==> src/rtl/gm64_pkg.sv <==
// Shared types and constants for the PSRAM arbiter slice.
package gm64_pkg;

  localparam int ADDR_W = 24;
  localparam int DATA_W = 8;

  // Data returned to a requester whose transaction was abandoned on timeout.
  localparam logic [DATA_W-1:0] TIMEOUT_DATA = 8'hFF;

  typedef enum logic [2:0] {
    arbIdle,
    arbIssue,
    arbWaitBusy,
    arbDone,
    arbResp
  } ArbState;

  typedef enum logic {
    ownVic,
    ownCpu
  } Owner;

endpackage

==> src/rtl/psram_arbiter_if.sv <==
// Requester and memCtrl signals of the PSRAM arbiter, bundled as one interface.
// slave  : the arbiter's own view (samples requests / memCtrl status, drives acks and strobes).
// master : the surrounding system's view (requesters plus memCtrl).
interface psram_arbiter_if;
  import gm64_pkg::*;

  // VIC read-only requester
  logic              i_vicReq;
  logic [ADDR_W-1:0] i_vicAddr;
  logic              o_vicAck;
  logic [DATA_W-1:0] o_vicData;

  // CPU read/write requester
  logic              i_cpuReq;
  logic              i_cpuWe;
  logic [ADDR_W-1:0] i_cpuAddr;
  logic [DATA_W-1:0] i_cpuDataW;
  logic              o_cpuAck;
  logic [DATA_W-1:0] o_cpuData;

  // memCtrl port
  logic              o_cs;
  logic              o_write;
  logic [ADDR_W-1:0] o_address;
  logic [DATA_W-1:0] o_dataToWrite;
  logic [DATA_W-1:0] i_dataRead;
  logic              i_busy;
  logic              i_dataReady;

  // status
  logic              o_error;

  modport slave (
    input  i_vicReq, i_vicAddr,
    output o_vicAck, o_vicData,
    input  i_cpuReq, i_cpuWe, i_cpuAddr, i_cpuDataW,
    output o_cpuAck, o_cpuData,
    output o_cs, o_write, o_address, o_dataToWrite,
    input  i_dataRead, i_busy, i_dataReady,
    output o_error
  );

  modport master (
    output i_vicReq, i_vicAddr,
    input  o_vicAck, o_vicData,
    output i_cpuReq, i_cpuWe, i_cpuAddr, i_cpuDataW,
    input  o_cpuAck, o_cpuData,
    input  o_cs, o_write, o_address, o_dataToWrite,
    output i_dataRead, i_busy, i_dataReady,
    input  o_error
  );

endinterface

==> src/rtl/psram_arbiter_priority.sv <==
// Grant decision between VIC and CPU, with the VIC streak limiter.
// VIC normally wins; once VIC_BURST VIC grants have been given while the CPU
// was waiting, the CPU takes the next slot.
module arb_priority
  import gm64_pkg::*;
#(
  parameter int VIC_BURST = 4
) (
  input  logic clk,
  input  logic reset,
  input  logic arb_en,
  input  logic vic_req,
  input  logic cpu_req,
  output logic grant,
  output Owner grant_owner
);

  localparam int SW = (VIC_BURST < 1) ? 1 : $clog2(VIC_BURST + 1);
  localparam logic [SW-1:0] BURST_MAX = SW'(VIC_BURST);

  logic [SW-1:0] streak_reg;
  logic [SW-1:0] streak_next;
  logic          cpu_turn;

  // Grant decision and next streak value.
  always_comb begin
    streak_next = streak_reg;
    cpu_turn    = cpu_req && (streak_reg == BURST_MAX);
    grant       = arb_en && (vic_req || cpu_req);
    grant_owner = (cpu_req && (!vic_req || cpu_turn)) ? ownCpu : ownVic;

    if (!cpu_req) begin
      streak_next = '0;
    end else if (grant) begin
      if (grant_owner == ownCpu) begin
        streak_next = '0;
      end else if (streak_reg != BURST_MAX) begin
        streak_next = streak_reg + 1'b1;
      end
    end
  end

  // Streak register.
  always_ff @(posedge clk) begin
    if (reset) begin
      streak_reg <= '0;
    end else begin
      streak_reg <= streak_next;
    end
  end

endmodule

==> src/rtl/psram_arbiter.sv <==
// PSRAM arbiter: shares the single memCtrl port between the VIC (reads) and
// the CPU (reads/writes). One memCtrl transaction at a time:
// IDLE -> ISSUE (cs pulse) -> WAITB (busy rises) -> DONE (busy falls / data
// ready) -> RESP (one-cycle ack to the owner). A stalled memCtrl is abandoned
// after TIMEOUT cycles in WAITB or DONE with data 8'hFF and a sticky error.
module psram_arbiter
  import gm64_pkg::*;
#(
  parameter int VIC_BURST = 4,
  parameter int TIMEOUT   = 1023
) (
  input logic            clkSys,
  input logic            reset,
  psram_arbiter_if.slave bus
);

  // Counter only needs to reach TIMEOUT-1; the wait ends on that cycle.
  localparam int CW = (TIMEOUT < 2) ? 1 : $clog2(TIMEOUT);
  localparam logic [CW-1:0] CNT_LAST = CW'((TIMEOUT < 1) ? 0 : TIMEOUT - 1);

  ArbState           state_reg, state_next;
  Owner              owner_reg, owner_next;
  logic [CW-1:0]     cnt_reg, cnt_next;
  logic              cs_reg, cs_next;
  logic              write_reg, write_next;
  logic [ADDR_W-1:0] address_reg, address_next;
  logic [DATA_W-1:0] wdata_reg, wdata_next;
  logic              vic_ack_reg, vic_ack_next;
  logic              cpu_ack_reg, cpu_ack_next;
  logic [DATA_W-1:0] vic_data_reg, vic_data_next;
  logic [DATA_W-1:0] cpu_data_reg, cpu_data_next;
  logic              error_reg, error_next;

  logic              arb_en;
  logic              grant;
  Owner              grant_owner;
  logic              finish;
  logic              timed_out;
  logic [DATA_W-1:0] resp_data;

  // Arbitration only happens while idle and memCtrl is free.
  assign arb_en = (state_reg == arbIdle) && !bus.i_busy;

  arb_priority #(
    .VIC_BURST (VIC_BURST)
  ) u_priority (
    .clk         (clkSys),
    .reset       (reset),
    .arb_en      (arb_en),
    .vic_req     (bus.i_vicReq),
    .cpu_req     (bus.i_cpuReq),
    .grant       (grant),
    .grant_owner (grant_owner)
  );

  // Next-state and registered-output logic of the transaction sequencer.
  always_comb begin
    state_next    = state_reg;
    owner_next    = owner_reg;
    cnt_next      = cnt_reg;
    cs_next       = 1'b1;
    write_next    = write_reg;
    address_next  = address_reg;
    wdata_next    = wdata_reg;
    vic_ack_next  = 1'b0;
    cpu_ack_next  = 1'b0;
    vic_data_next = vic_data_reg;
    cpu_data_next = cpu_data_reg;
    error_next    = error_reg;
    finish        = 1'b0;
    timed_out     = 1'b0;

    unique case (state_reg)
      arbIdle: begin
        if (grant) begin
          state_next = arbIssue;
          owner_next = grant_owner;
          cnt_next   = '0;
          cs_next    = 1'b0;
          if (grant_owner == ownCpu) begin
            address_next = bus.i_cpuAddr;
            write_next   = bus.i_cpuWe;
            wdata_next   = bus.i_cpuDataW;
          end else begin
            address_next = bus.i_vicAddr;
            write_next   = 1'b0;
            wdata_next   = '0;
          end
        end
      end

      arbIssue: begin
        state_next = arbWaitBusy;
      end

      arbWaitBusy: begin
        if (bus.i_busy) begin
          state_next = arbDone;
          cnt_next   = '0;
        end else if (cnt_reg == CNT_LAST) begin
          finish    = 1'b1;
          timed_out = 1'b1;
        end else begin
          cnt_next = cnt_reg + 1'b1;
        end
      end

      arbDone: begin
        // Writes complete on busy falling; reads also need the data strobe.
        if (!bus.i_busy && (write_reg || bus.i_dataReady)) begin
          finish = 1'b1;
        end else if (cnt_reg == CNT_LAST) begin
          finish    = 1'b1;
          timed_out = 1'b1;
        end else begin
          cnt_next = cnt_reg + 1'b1;
        end
      end

      arbResp: begin
        state_next = arbIdle;
      end

      default: begin
        state_next = arbIdle;
      end
    endcase

    resp_data = timed_out ? TIMEOUT_DATA : bus.i_dataRead;

    // Completion (normal or abandoned): load the owner's data and ack for RESP.
    if (finish) begin
      state_next = arbResp;
      if (timed_out) begin
        error_next = 1'b1;
      end
      if (owner_reg == ownVic) begin
        vic_ack_next  = 1'b1;
        vic_data_next = resp_data;
      end else begin
        cpu_ack_next = 1'b1;
        if (timed_out || !write_reg) begin
          cpu_data_next = resp_data;
        end
      end
    end
  end

  // State and output registers.
  always_ff @(posedge clkSys) begin
    if (reset) begin
      state_reg    <= arbIdle;
      owner_reg    <= ownVic;
      cnt_reg      <= '0;
      cs_reg       <= 1'b1;
      write_reg    <= 1'b0;
      address_reg  <= '0;
      wdata_reg    <= '0;
      vic_ack_reg  <= 1'b0;
      cpu_ack_reg  <= 1'b0;
      vic_data_reg <= '0;
      cpu_data_reg <= '0;
      error_reg    <= 1'b0;
    end else begin
      state_reg    <= state_next;
      owner_reg    <= owner_next;
      cnt_reg      <= cnt_next;
      cs_reg       <= cs_next;
      write_reg    <= write_next;
      address_reg  <= address_next;
      wdata_reg    <= wdata_next;
      vic_ack_reg  <= vic_ack_next;
      cpu_ack_reg  <= cpu_ack_next;
      vic_data_reg <= vic_data_next;
      cpu_data_reg <= cpu_data_next;
      error_reg    <= error_next;
    end
  end

  assign bus.o_cs          = cs_reg;
  assign bus.o_write       = write_reg;
  assign bus.o_address     = address_reg;
  assign bus.o_dataToWrite = wdata_reg;
  assign bus.o_vicAck      = vic_ack_reg;
  assign bus.o_vicData     = vic_data_reg;
  assign bus.o_cpuAck      = cpu_ack_reg;
  assign bus.o_cpuData     = cpu_data_reg;
  assign bus.o_error       = error_reg;

endmodule

==> src/flat_wrapper.sv <==
// flat-port wrapper written by rule: the top's interface ports become plain ports
module psram_arbiter_flat import gm64_pkg::*;
#(
  parameter int VIC_BURST = 4,
  parameter int TIMEOUT   = 1023
)
  (clkSys, reset, bus_i_vicReq, bus_i_vicAddr, bus_o_vicAck, bus_o_vicData, bus_i_cpuReq, bus_i_cpuWe, bus_i_cpuAddr, bus_i_cpuDataW, bus_o_cpuAck, bus_o_cpuData, bus_o_cs, bus_o_write, bus_o_address, bus_o_dataToWrite, bus_i_dataRead, bus_i_busy, bus_i_dataReady, bus_o_error);
  psram_arbiter_if bus_i ();
  input logic clkSys;
  input logic reset;
  input wire logic [$bits(bus_i.i_vicReq)-1:0] bus_i_vicReq;
  input wire logic [$bits(bus_i.i_vicAddr)-1:0] bus_i_vicAddr;
  output wire logic [$bits(bus_i.o_vicAck)-1:0] bus_o_vicAck;
  output wire logic [$bits(bus_i.o_vicData)-1:0] bus_o_vicData;
  input wire logic [$bits(bus_i.i_cpuReq)-1:0] bus_i_cpuReq;
  input wire logic [$bits(bus_i.i_cpuWe)-1:0] bus_i_cpuWe;
  input wire logic [$bits(bus_i.i_cpuAddr)-1:0] bus_i_cpuAddr;
  input wire logic [$bits(bus_i.i_cpuDataW)-1:0] bus_i_cpuDataW;
  output wire logic [$bits(bus_i.o_cpuAck)-1:0] bus_o_cpuAck;
  output wire logic [$bits(bus_i.o_cpuData)-1:0] bus_o_cpuData;
  output wire logic [$bits(bus_i.o_cs)-1:0] bus_o_cs;
  output wire logic [$bits(bus_i.o_write)-1:0] bus_o_write;
  output wire logic [$bits(bus_i.o_address)-1:0] bus_o_address;
  output wire logic [$bits(bus_i.o_dataToWrite)-1:0] bus_o_dataToWrite;
  input wire logic [$bits(bus_i.i_dataRead)-1:0] bus_i_dataRead;
  input wire logic [$bits(bus_i.i_busy)-1:0] bus_i_busy;
  input wire logic [$bits(bus_i.i_dataReady)-1:0] bus_i_dataReady;
  output wire logic [$bits(bus_i.o_error)-1:0] bus_o_error;
  assign bus_i.i_vicReq = bus_i_vicReq;
  assign bus_i.i_vicAddr = bus_i_vicAddr;
  assign bus_o_vicAck = bus_i.o_vicAck;
  assign bus_o_vicData = bus_i.o_vicData;
  assign bus_i.i_cpuReq = bus_i_cpuReq;
  assign bus_i.i_cpuWe = bus_i_cpuWe;
  assign bus_i.i_cpuAddr = bus_i_cpuAddr;
  assign bus_i.i_cpuDataW = bus_i_cpuDataW;
  assign bus_o_cpuAck = bus_i.o_cpuAck;
  assign bus_o_cpuData = bus_i.o_cpuData;
  assign bus_o_cs = bus_i.o_cs;
  assign bus_o_write = bus_i.o_write;
  assign bus_o_address = bus_i.o_address;
  assign bus_o_dataToWrite = bus_i.o_dataToWrite;
  assign bus_i.i_dataRead = bus_i_dataRead;
  assign bus_i.i_busy = bus_i_busy;
  assign bus_i.i_dataReady = bus_i_dataReady;
  assign bus_o_error = bus_i.o_error;
  psram_arbiter #(.VIC_BURST(VIC_BURST), .TIMEOUT(TIMEOUT)) u_core (.clkSys(clkSys), .reset(reset), .bus(bus_i));
endmodule
==> config.mk <==
export PLATFORM = sky130hd
export DESIGN_NAME = psram_arbiter_flat
export DESIGN_NICKNAME = d
export VERILOG_FILES = /design/src/rtl/gm64_pkg.sv /design/src/rtl/psram_arbiter_if.sv /design/src/rtl/psram_arbiter_priority.sv /design/src/rtl/psram_arbiter.sv /design/src/flat_wrapper.sv
export SDC_FILE = /design/constraint.sdc
export NUM_CORES = 1
export LEC_CHECK = 0
export ABC_AREA = 1
export CAP_MARGIN = 20
export CORE_ASPECT_RATIO = 0.9
export CORE_UTILIZATION = 45
export DETAILED_ROUTE_END_ITERATION = 12
export GPL_TIMING_DRIVEN = 0
export MAX_ROUTING_LAYER = met4
export PLACE_DENSITY = 0.83
export SETUP_SLACK_MARGIN = 0.05
export SKIP_CTS_REPAIR_TIMING = 1
export SYNTH_ARGS = -nofsm -noshare
export SYNTH_HDL_FRONTEND = slang
export SYNTH_SLANG_ARGS = --single-unit
==> constraint.sdc <==
create_clock -name clkSys -period 5 [get_ports clkSys]
set_clock_uncertainty 0.05 [all_clocks]
set_input_delay 1 -clock clkSys [delete_from_list [all_inputs] [get_ports clkSys]]
set_output_delay 1 -clock clkSys [all_outputs]
set_load 0.005 [all_outputs]
==> flow_metrics.env, run 1 <==
export IMPL_start_util=0.470
export IMPL_slew_headroom=0.676
export IMPL_ir_drop_v=0.000163
export IMPL_hold_viol=0
export IMPL_cts_htree_levels=3
export IMPL_largest_register_ffs=24
export IMPL_wl_per_cell_um=13.1
export IMPL_path_buf_inv=3
export IMPL_dieHeight_um=81.1
export IMPL_grt_max_degree=13
export IMPL_crit_required_ns=5.21
export IMPL_hp_class="register to register"
export IMPL_leakagePower_nw=1.82
export IMPL_coreArea_um2=6660
export IMPL_die_w_um=89.9
export IMPL_rows=28
export IMPL_worstPathCellList="clkdlybuf4s50_1 > inv_1 > a21oi_2 > inv_2 > nor2_2 > nand2_1 > a21oi_1"
export IMPL_slowest_delay_ns=0.52
export IMPL_netlist_area_leader_share=0.448
export IMPL_synthesis_nets=500
export IMPL_yosys_warnings=0
export IMPL_ant_nets=0
export IMPL_drt_wl_total_um=8550
export IMPL_via_per_inst=5.03
export IMPL_tritoncts="done"
export IMPL_setup_violations=0
export IMPL_fin_crit_sh=0.493
export IMPL_dieArea_um2=7290
export IMPL_layout_min_cycle_time_ns=2.46
export IMPL_slew_viol_final=0
export IMPL_gp_congestion=0.845
export IMPL_drive_gt1_frac=0.0746
export IMPL_clockBufferDepth=2
export IMPL_arrival_ns=2.67
export IMPL_critical_path_class="input pin to register"
export IMPL_io_buffers=122
export IMPL_tns_ns=0
export IMPL_insertion_delay_ns=0.33
export IMPL_drcViolationCount=0
export IMPL_synth_area_leaders="dfxtp_1, nand2_1, a21oi_1"
export IMPL_grt_ovfl_total=0
export IMPL_setup_worst_path_start_class="input pin"
export IMPL_crit_slowest_cell="clkdlybuf4s50_1"
export IMPL_antenna_cells=0
export IMPL_cts_made_buffers=9
export IMPL_grt_pass1_vias=3150
export IMPL_clock_sinks=70
export IMPL_path_clk_slew_ns=0.07
export IMPL_syn_to_final_growth_pct=50.2
export IMPL_dr_pass1_iters=4
export IMPL_cp_max_fo=10
export IMPL_grt_pass1_wl_um=13800
export IMPL_max_freq_mhz=406
export IMPL_ys_types=36
export IMPL_cts_root_buffer="clkbuf_8"
export IMPL_syn_area_per_cell_um2=7.36
export IMPL_maxCapViolCount=0
export IMPL_layout_commonest_cell="clkdlybuf4s50_1"
export IMPL_dp_hpwl_um=6360
export IMPL_worst_pin_slew_ns=0.486
export IMPL_drtIter0Drc=149
export IMPL_syn_area_um2=3130
export IMPL_rsz0062_at_grt="no"
export IMPL_ys_seq_area_frac=0.448
export IMPL_antenna_found_initial=0
export IMPL_ys_seq_elements=70
export IMPL_synthCells=425
export IMPL_vias=3287
export IMPL_setup_worst_path_end_class="register"
export IMPL_status="finished, final reports clean"
export IMPL_mostFrequentLayoutCells="clkdlybuf4s50_1, nand2_1, dfxtp_1"
export IMPL_yosysTopAreaCell="dfxtp_1"
export IMPL_power_density_nw_per_um2=306
export IMPL_whs_ns=0.419
export IMPL_nNetsFinal=633
export IMPL_ios=124
export IMPL_path_delay_family="buffers and inverters"
export IMPL_grt_usage=0.242
kinds of logic (layout without fill, tap and decap cells):
group	Yosys count	count (layout)	synth area share
flip-flops	70	70	0.448
adder cells (fa/ha/maj)	4	4	0.0160
AND/OR/NAND/NOR	206	206	0.295
AO/OA/AOI/OAI	98	98	0.178
XOR/XNOR	1	1	0.00280
buffers and inverters	46	184	0.0612
tightest hold or removal path, stage by stage (launching register included):
cell and delay (ns):
dfxtp_1 0.31, nand2_1 0.06, a21oi_1 0.06
synth_stat cells (all sizes together):
library cell / number
inv: 27
a21boi: 1
nand3: 19
or2: 1
dfxtp: 70
xor2: 1
ha: 4
a21oi: 33
clkbuf: 12
buf: 6
and2: 8
o21bai: 1
nand4: 3
nor2: 47
o21ai: 39
clkinv: 1
nand2: 124
and3: 1
nand3b: 2
a31oi: 24
nor3: 1
final timing paths:
path	startpoint	to	slack (ns)	depth (start not counted)
setup reg to reg	u_core.u_priority.streak_reg[0]	u_core.bus.o_dataToWrite[3]	3.13	8
setup / recovery	bus_i_cpuReq	u_core.bus.o_dataToWrite[3]	2.54	7
hold reg to reg	u_core.bus.o_dataToWrite[4]	u_core.bus.o_dataToWrite[4]	0.42	2
hold / removal	u_core.bus.o_dataToWrite[4]	u_core.bus.o_dataToWrite[4]	0.42	2
layout make-up:
| type | instances | area (um^2) |
|---|---|---|
| inverter | 28 | 105 |
| tap | 90 | 113 |
| clock inverter | 6 | 109 |
| clock buffer | 10 | 128 |
| timing repair buffer | 122 | 1220 |
| buffer | 18 | 86.3 |
| multi-input combinational | 309 | 1540 |
| fill | 540 | 1960 |
| sequential | 70 | 1400 |
power breakdown:
part           switching [mW]  internal, mW
Clock                   0.218         0.332
Combinational           0.132         0.140
Sequential             0.0217         0.593
layer usage:
metal,vias up,wire length (um),track usage,part of all wire
li1,1667,-,-,-
met1,1490,3700,0.276,0.43
met2,114,4130,0.422,0.48
met3,16,575,0.0590,0.067
met4,0,143,0.0871,0.017
met5,-,0,-,0
per-stage QoR:
step | cell area (um^2) | power [mW] | util | setup WS (ns) | std cells
finish | 4700 | 1.44 | 0.706 | 2.54 | 653
global route | 4700 | 1.50 | 0.706 | 2.37 | 653
CTS | 4700 | 1.44 | 0.706 | 2.54 | 653
detailed placement | 4460 | 0.897 | 0.670 | 2.17 | 637
global placement | 4460 | 0.891 | 0.670 | 2.23 | 637
floorplan | 3130 | 0.746 | - | 2.97 | 425
No activity file was read; power rests on OpenSTA's default activity.
==> inputs of run 2 (changes only) <==
Settings changed: CORE_UTILIZATION 45 to 39, PLACE_DENSITY 0.83 to 0.76.
Clock period 5 ns to 2.09 ns, I/O delays scaled along.
==> flow_metrics.env, run 2 (synthesis results as in run 1) <==
export IMPL_cts_root_buffer="clkbuf_8"
export IMPL_dieHeight_um=87.0
export IMPL_ant_nets=0
export IMPL_met2_length_um=3880
export IMPL_rsz0062_at_grt="no"
export IMPL_tritoncts="done"
export IMPL_rows=30
export IMPL_layout_commonest_cell="clkdlybuf4s50_1"
export IMPL_tns_ns=0
export IMPL_antenna_cells=0
export IMPL_design_area_um2=4680
export IMPL_critical_path_class="input pin to register"
export IMPL_setup_worst_path_end_class="register"
export IMPL_coreArea_um2=7660
export IMPL_cts_htree_levels=3
export IMPL_start_util=0.409
export IMPL_crit_slowest_cell="clkdlybuf4s50_1"
export IMPL_die_w_um=96.4
export IMPL_maxUsedRoutingLayer="met4"
export IMPL_via_per_inst=4.76
export IMPL_antenna_found_initial=0
export IMPL_drcViolationCount=0
export IMPL_largest_register_ffs=24
export IMPL_io_buffers=122
export IMPL_power_density_nw_per_um2=685
export IMPL_drtIter0Drc=133
export IMPL_ir_drop_v=0.000359
export IMPL_maxCapViolCount=0
export IMPL_insertion_delay_ns=0.33
export IMPL_dr_pass1_iters=4
export IMPL_status="finished, final reports clean"
export IMPL_setup_worst_path_start_class="input pin"
export IMPL_slew_headroom=0.646
export IMPL_worstPathCellList="clkdlybuf4s50_1 > inv_1 > o21ai_0 > nor2_1 > clkbuf_1 > o21ai_0 > a31oi_1"
export IMPL_pre_cts_ws_ns=-0.117
export IMPL_max_freq_mhz=550
export IMPL_clock_sinks=70
export IMPL_arrival_ns=2.04
export IMPL_grt_usage=0.207
export IMPL_grt_max_degree=13
export IMPL_layout_min_cycle_time_ns=1.82
export IMPL_hp_class="register to register"
export IMPL_setup_violations=0
export IMPL_grt_pass1_vias=2989
export IMPL_slowest_delay_ns=0.45
export IMPL_ios=124
export IMPL_wl_met3_um=608
export IMPL_nNetsFinal=633
export IMPL_dp_hpwl_um=6300
export IMPL_nFillCells=711
export IMPL_vias=3135
export IMPL_cts_made_buffers=9
export IMPL_drive_gt1_frac=0.0764
export IMPL_wl_per_cell_um=12.3
export IMPL_whs_ns=0.412
export IMPL_slew_viol_final=0
export IMPL_cpMostUsedCell="o21ai_0"
export IMPL_clockBufferDepth=2
export IMPL_mostFrequentLayoutCells="clkdlybuf4s50_1, nand2_1, dfxtp_1"
export IMPL_dpl_instance_area_um2=4470
export IMPL_grt_pass1_wl_um=13100
export IMPL_dieArea_um2=8390
export IMPL_grt_ovfl_total=0
export IMPL_syn_to_final_growth_pct=49.5
export IMPL_crit_required_ns=2.31
export IMPL_leakagePower_nw=1.80
export IMPL_path_delay_family="buffers and inverters"
export IMPL_cp_max_fo=10
export IMPL_fin_crit_sh=0.871
export IMPL_path_buf_inv=3
export IMPL_path_clk_slew_ns=0.08
export IMPL_setup_slack_ns=0.270
export IMPL_gp_congestion=0.831
export IMPL_hold_viol=0
export IMPL_worst_pin_slew_ns=0.532
export IMPL_drt_wl_total_um=8140
export IMPL_wl_met1_um=3580
==> run 2: layout make-up <==
cell class              instances  area, um^2  share of cell area
plain buffers                  18        87.6              0.0187
clock inverters                 5        58.8              0.0126
well taps                      96         120              0.0257
inverters                      28         105              0.0225
repair buffers                122        1220               0.261
clock buffers                  11         141              0.0302
multi-input cells             309        1540               0.330
flip-flops and latches         70        1400               0.300
==> run 2: worst register-to-register path: stages, from the launching register on <==
cell,delay [ns]
dfxtp_1,0.37
inv_1,0.07
ha_1,0.19
nand2_1,0.11
a21oi_2,0.12
inv_2,0.19
clkbuf_1,0.36
nand2_1,0.12
a31oi_1,0.17
==> run 2: metal layers <==
metal / up-vias / global-route usage
met4: 0 / 0.0481
met2: 93 / 0.346
met1: 1372 / 0.239
met5: - / -
li1: 1664 / -
met3: 6 / 0.0724
==> run 2: final timing paths <==
| path | from | endpoint | slack, ns | depth (start not counted) |
|---|---|---|---|---|
| setup / recovery | bus_i_busy | u_core.bus.o_address[1] | 0.27 | 7 |
| setup reg to reg | u_core.u_priority.streak_reg[0] | u_core.bus.o_address[4] | 0.28 | 8 |
| hold / removal | u_core.bus.o_error | u_core.bus.o_error | 0.41 | 2 |
| hold reg to reg | u_core.bus.o_error | u_core.bus.o_error | 0.41 | 2 |
==> run 2: power by group <==
group	total [mW]	internal [mW]	leakage (nW)	switching, mW
clock network	1.08	0.584	0.0955	0.499
registers	1.47	1.42	0.570	0.0533
logic	0.646	0.335	1.13	0.311
==> run 2: through the flow <==
stage / total power [mW] / util / cells
after detailed placement: 2.15 / 0.584 / 643
after global routing: 3.37 / 0.611 / 659
final: 3.20 / 0.611 / 659
after floorplan: 1.79 / - / 425
after global placement: 2.14 / 0.584 / 643
after CTS: 3.23 / 0.610 / 659
==> inputs of run 3 (changes only) <==
Settings changed: CORE_MARGIN from default to 2, PLACE_DENSITY 0.76 to 0.8.
==> flow_metrics.env, run 3 (synthesis results as in run 1) <==
export IMPL_antenna_found_initial=0
export IMPL_reg2reg_depth=9
export IMPL_insertion_delay_ns=0.34
export IMPL_vias=3235
export IMPL_cts_htree_levels=3
export IMPL_crit_required_ns=2.28
export IMPL_critical_path_class="input pin to register"
export IMPL_crit_end="u_core.u_priority.streak_reg[2]"
export IMPL_multi_input_area_um2=1540
export IMPL_ant_nets=0
export IMPL_coreArea_um2=7660
export IMPL_slew_headroom=0.659
export IMPL_startpoint="bus_i_cpuReq"
export IMPL_dieArea_um2=8760
export IMPL_antenna_cells=0
export IMPL_io_buffers=122
export IMPL_fin_crit_sh=0.884
export IMPL_drtIter0Drc=96
export IMPL_drive_gt1_frac=0.0782
export IMPL_rows=30
export IMPL_hold_viol=0
export IMPL_layout_commonest_cell="clkdlybuf4s50_1"
export IMPL_setup_worst_path_start_class="input pin"
export IMPL_setup_violations=0
export IMPL_power_density_nw_per_um2=686
export IMPL_cts_made_buffers=9
export IMPL_leakagePower_nw=1.81
export IMPL_layout_min_cycle_time_ns=1.85
export IMPL_dp_hpwl_um=6700
export IMPL_via_per_inst=4.91
export IMPL_dieHeight_um=89.0
export IMPL_ir_drop_v=0.000371
export IMPL_mostFrequentLayoutCells="clkdlybuf4s50_1, nand2_1, dfxtp_1"
export IMPL_tns_ns=0
export IMPL_slew_viol_final=0
export IMPL_gp_congestion=0.820
export IMPL_clockBufferDepth=2
export IMPL_grt_pass1_vias=3212
export IMPL_hp_class="register to register"
export IMPL_grt_ovfl_total=0
export IMPL_status="finished, final reports clean"
export IMPL_die_w_um=98.4
export IMPL_maxCapViolCount=0
export IMPL_drcViolationCount=0
export IMPL_dr_pass1_iters=4
export IMPL_max_freq_mhz=541
export IMPL_whs_path_depth=2
export IMPL_clock_sinks=70
export IMPL_setup_slack_ns=0.243
export IMPL_nFillCells=700
export IMPL_worst_pin_slew_ns=0.512
export IMPL_grt_max_degree=12
export IMPL_reg2reg_setup_slack_ns=0.26
export IMPL_ios=124
export IMPL_wl_per_cell_um=13.0
export IMPL_whs_ns=0.403
export IMPL_r2r_end="u_core.u_priority.streak_reg[2]"
export IMPL_grt_usage=0.207
export IMPL_seqCellArea_um2=1400
export IMPL_nNetsFinal=633
export IMPL_drt_wl_total_um=8590
export IMPL_setup_worst_path_end_class="register"
export IMPL_path_clk_slew_ns=0.07
export IMPL_power_mw=3.21
export IMPL_grt_pass1_wl_um=14200
export IMPL_utilization=0.611
export IMPL_arrival_ns=2.04
export IMPL_cts_root_buffer="clkbuf_8"
export IMPL_rsz0062_at_grt="no"
export IMPL_start_util=0.409
export IMPL_rr_startpoint="u_core.u_priority.streak_reg[0]"
export IMPL_syn_to_final_growth_pct=49.6
export IMPL_tritoncts="done"
export IMPL_cp_max_fo=10
export IMPL_pre_cts_ws_ns=-0.135
export IMPL_largest_register_ffs=24
run 3: cell types whose count changed in the layout (fill, tap and decap cells not counted), sizes merged:
cell / change
clkbuf: +3
clkinvlp: -1
clkinv: -1
bufinv: -1
run 3: worst min path at each step:
stage | from | endpoint | slack [ns]
after floorplan | u_core.bus.o_error | u_core.bus.o_error | 0.40
after global placement | u_core.bus.o_error | u_core.bus.o_error | 0.39
after detailed placement | u_core.bus.o_error | u_core.bus.o_error | 0.39
after CTS | u_core.bus.o_error | u_core.bus.o_error | 0.40
after global routing | u_core.bus.o_error | u_core.bus.o_error | 0.43
final | u_core.bus.o_error | u_core.bus.o_error | 0.40
run 3: layout make-up:
class                      instances  share of cell area
buffer                            18              0.0187
clock buffer                      14              0.0412
tap                               96              0.0257
inverter                          28              0.0224
multi-input combinational        309               0.329
clock inverter                     2             0.00267
sequential                        70               0.299
timing repair buffer             122               0.261
run 3: per-stage QoR:
step / cell area (um^2) / cells
floorplan: 3130 / 425
global placement: 4470 / 643
detailed placement: 4470 / 643
CTS: 4680 / 659
global route: 4680 / 659
finish: 4680 / 659
run 3: worst max-delay path, cell delays in order:
cell	delay (ns)
clkdlybuf4s50_1	0.52
inv_1	0.08
a21oi_2	0.29
inv_2	0.16
nor2_2	0.34
inv_1	0.11
nand2_1	0.07
nor3_1	0.05
run 3: report_power, final:
| part | internal, mW | total (mW) | leakage, nW | switching [mW] |
|---|---|---|---|---|
| Combinational | 0.336 | 0.647 | 1.13 | 0.312 |
| Sequential | 1.42 | 1.48 | 0.570 | 0.0554 |
| Clock | 0.592 | 1.09 | 0.105 | 0.495 |
run 3: metal layers:
layer | share of wire | GRT usage | vias to the layer above
met5 | 0 | - | -
met4 | 0.014 | 0.0573 | 0
met3 | 0.068 | 0.0727 | 12
met2 | 0.48 | 0.359 | 110
met1 | 0.44 | 0.230 | 1451
li1 | - | - | 1662
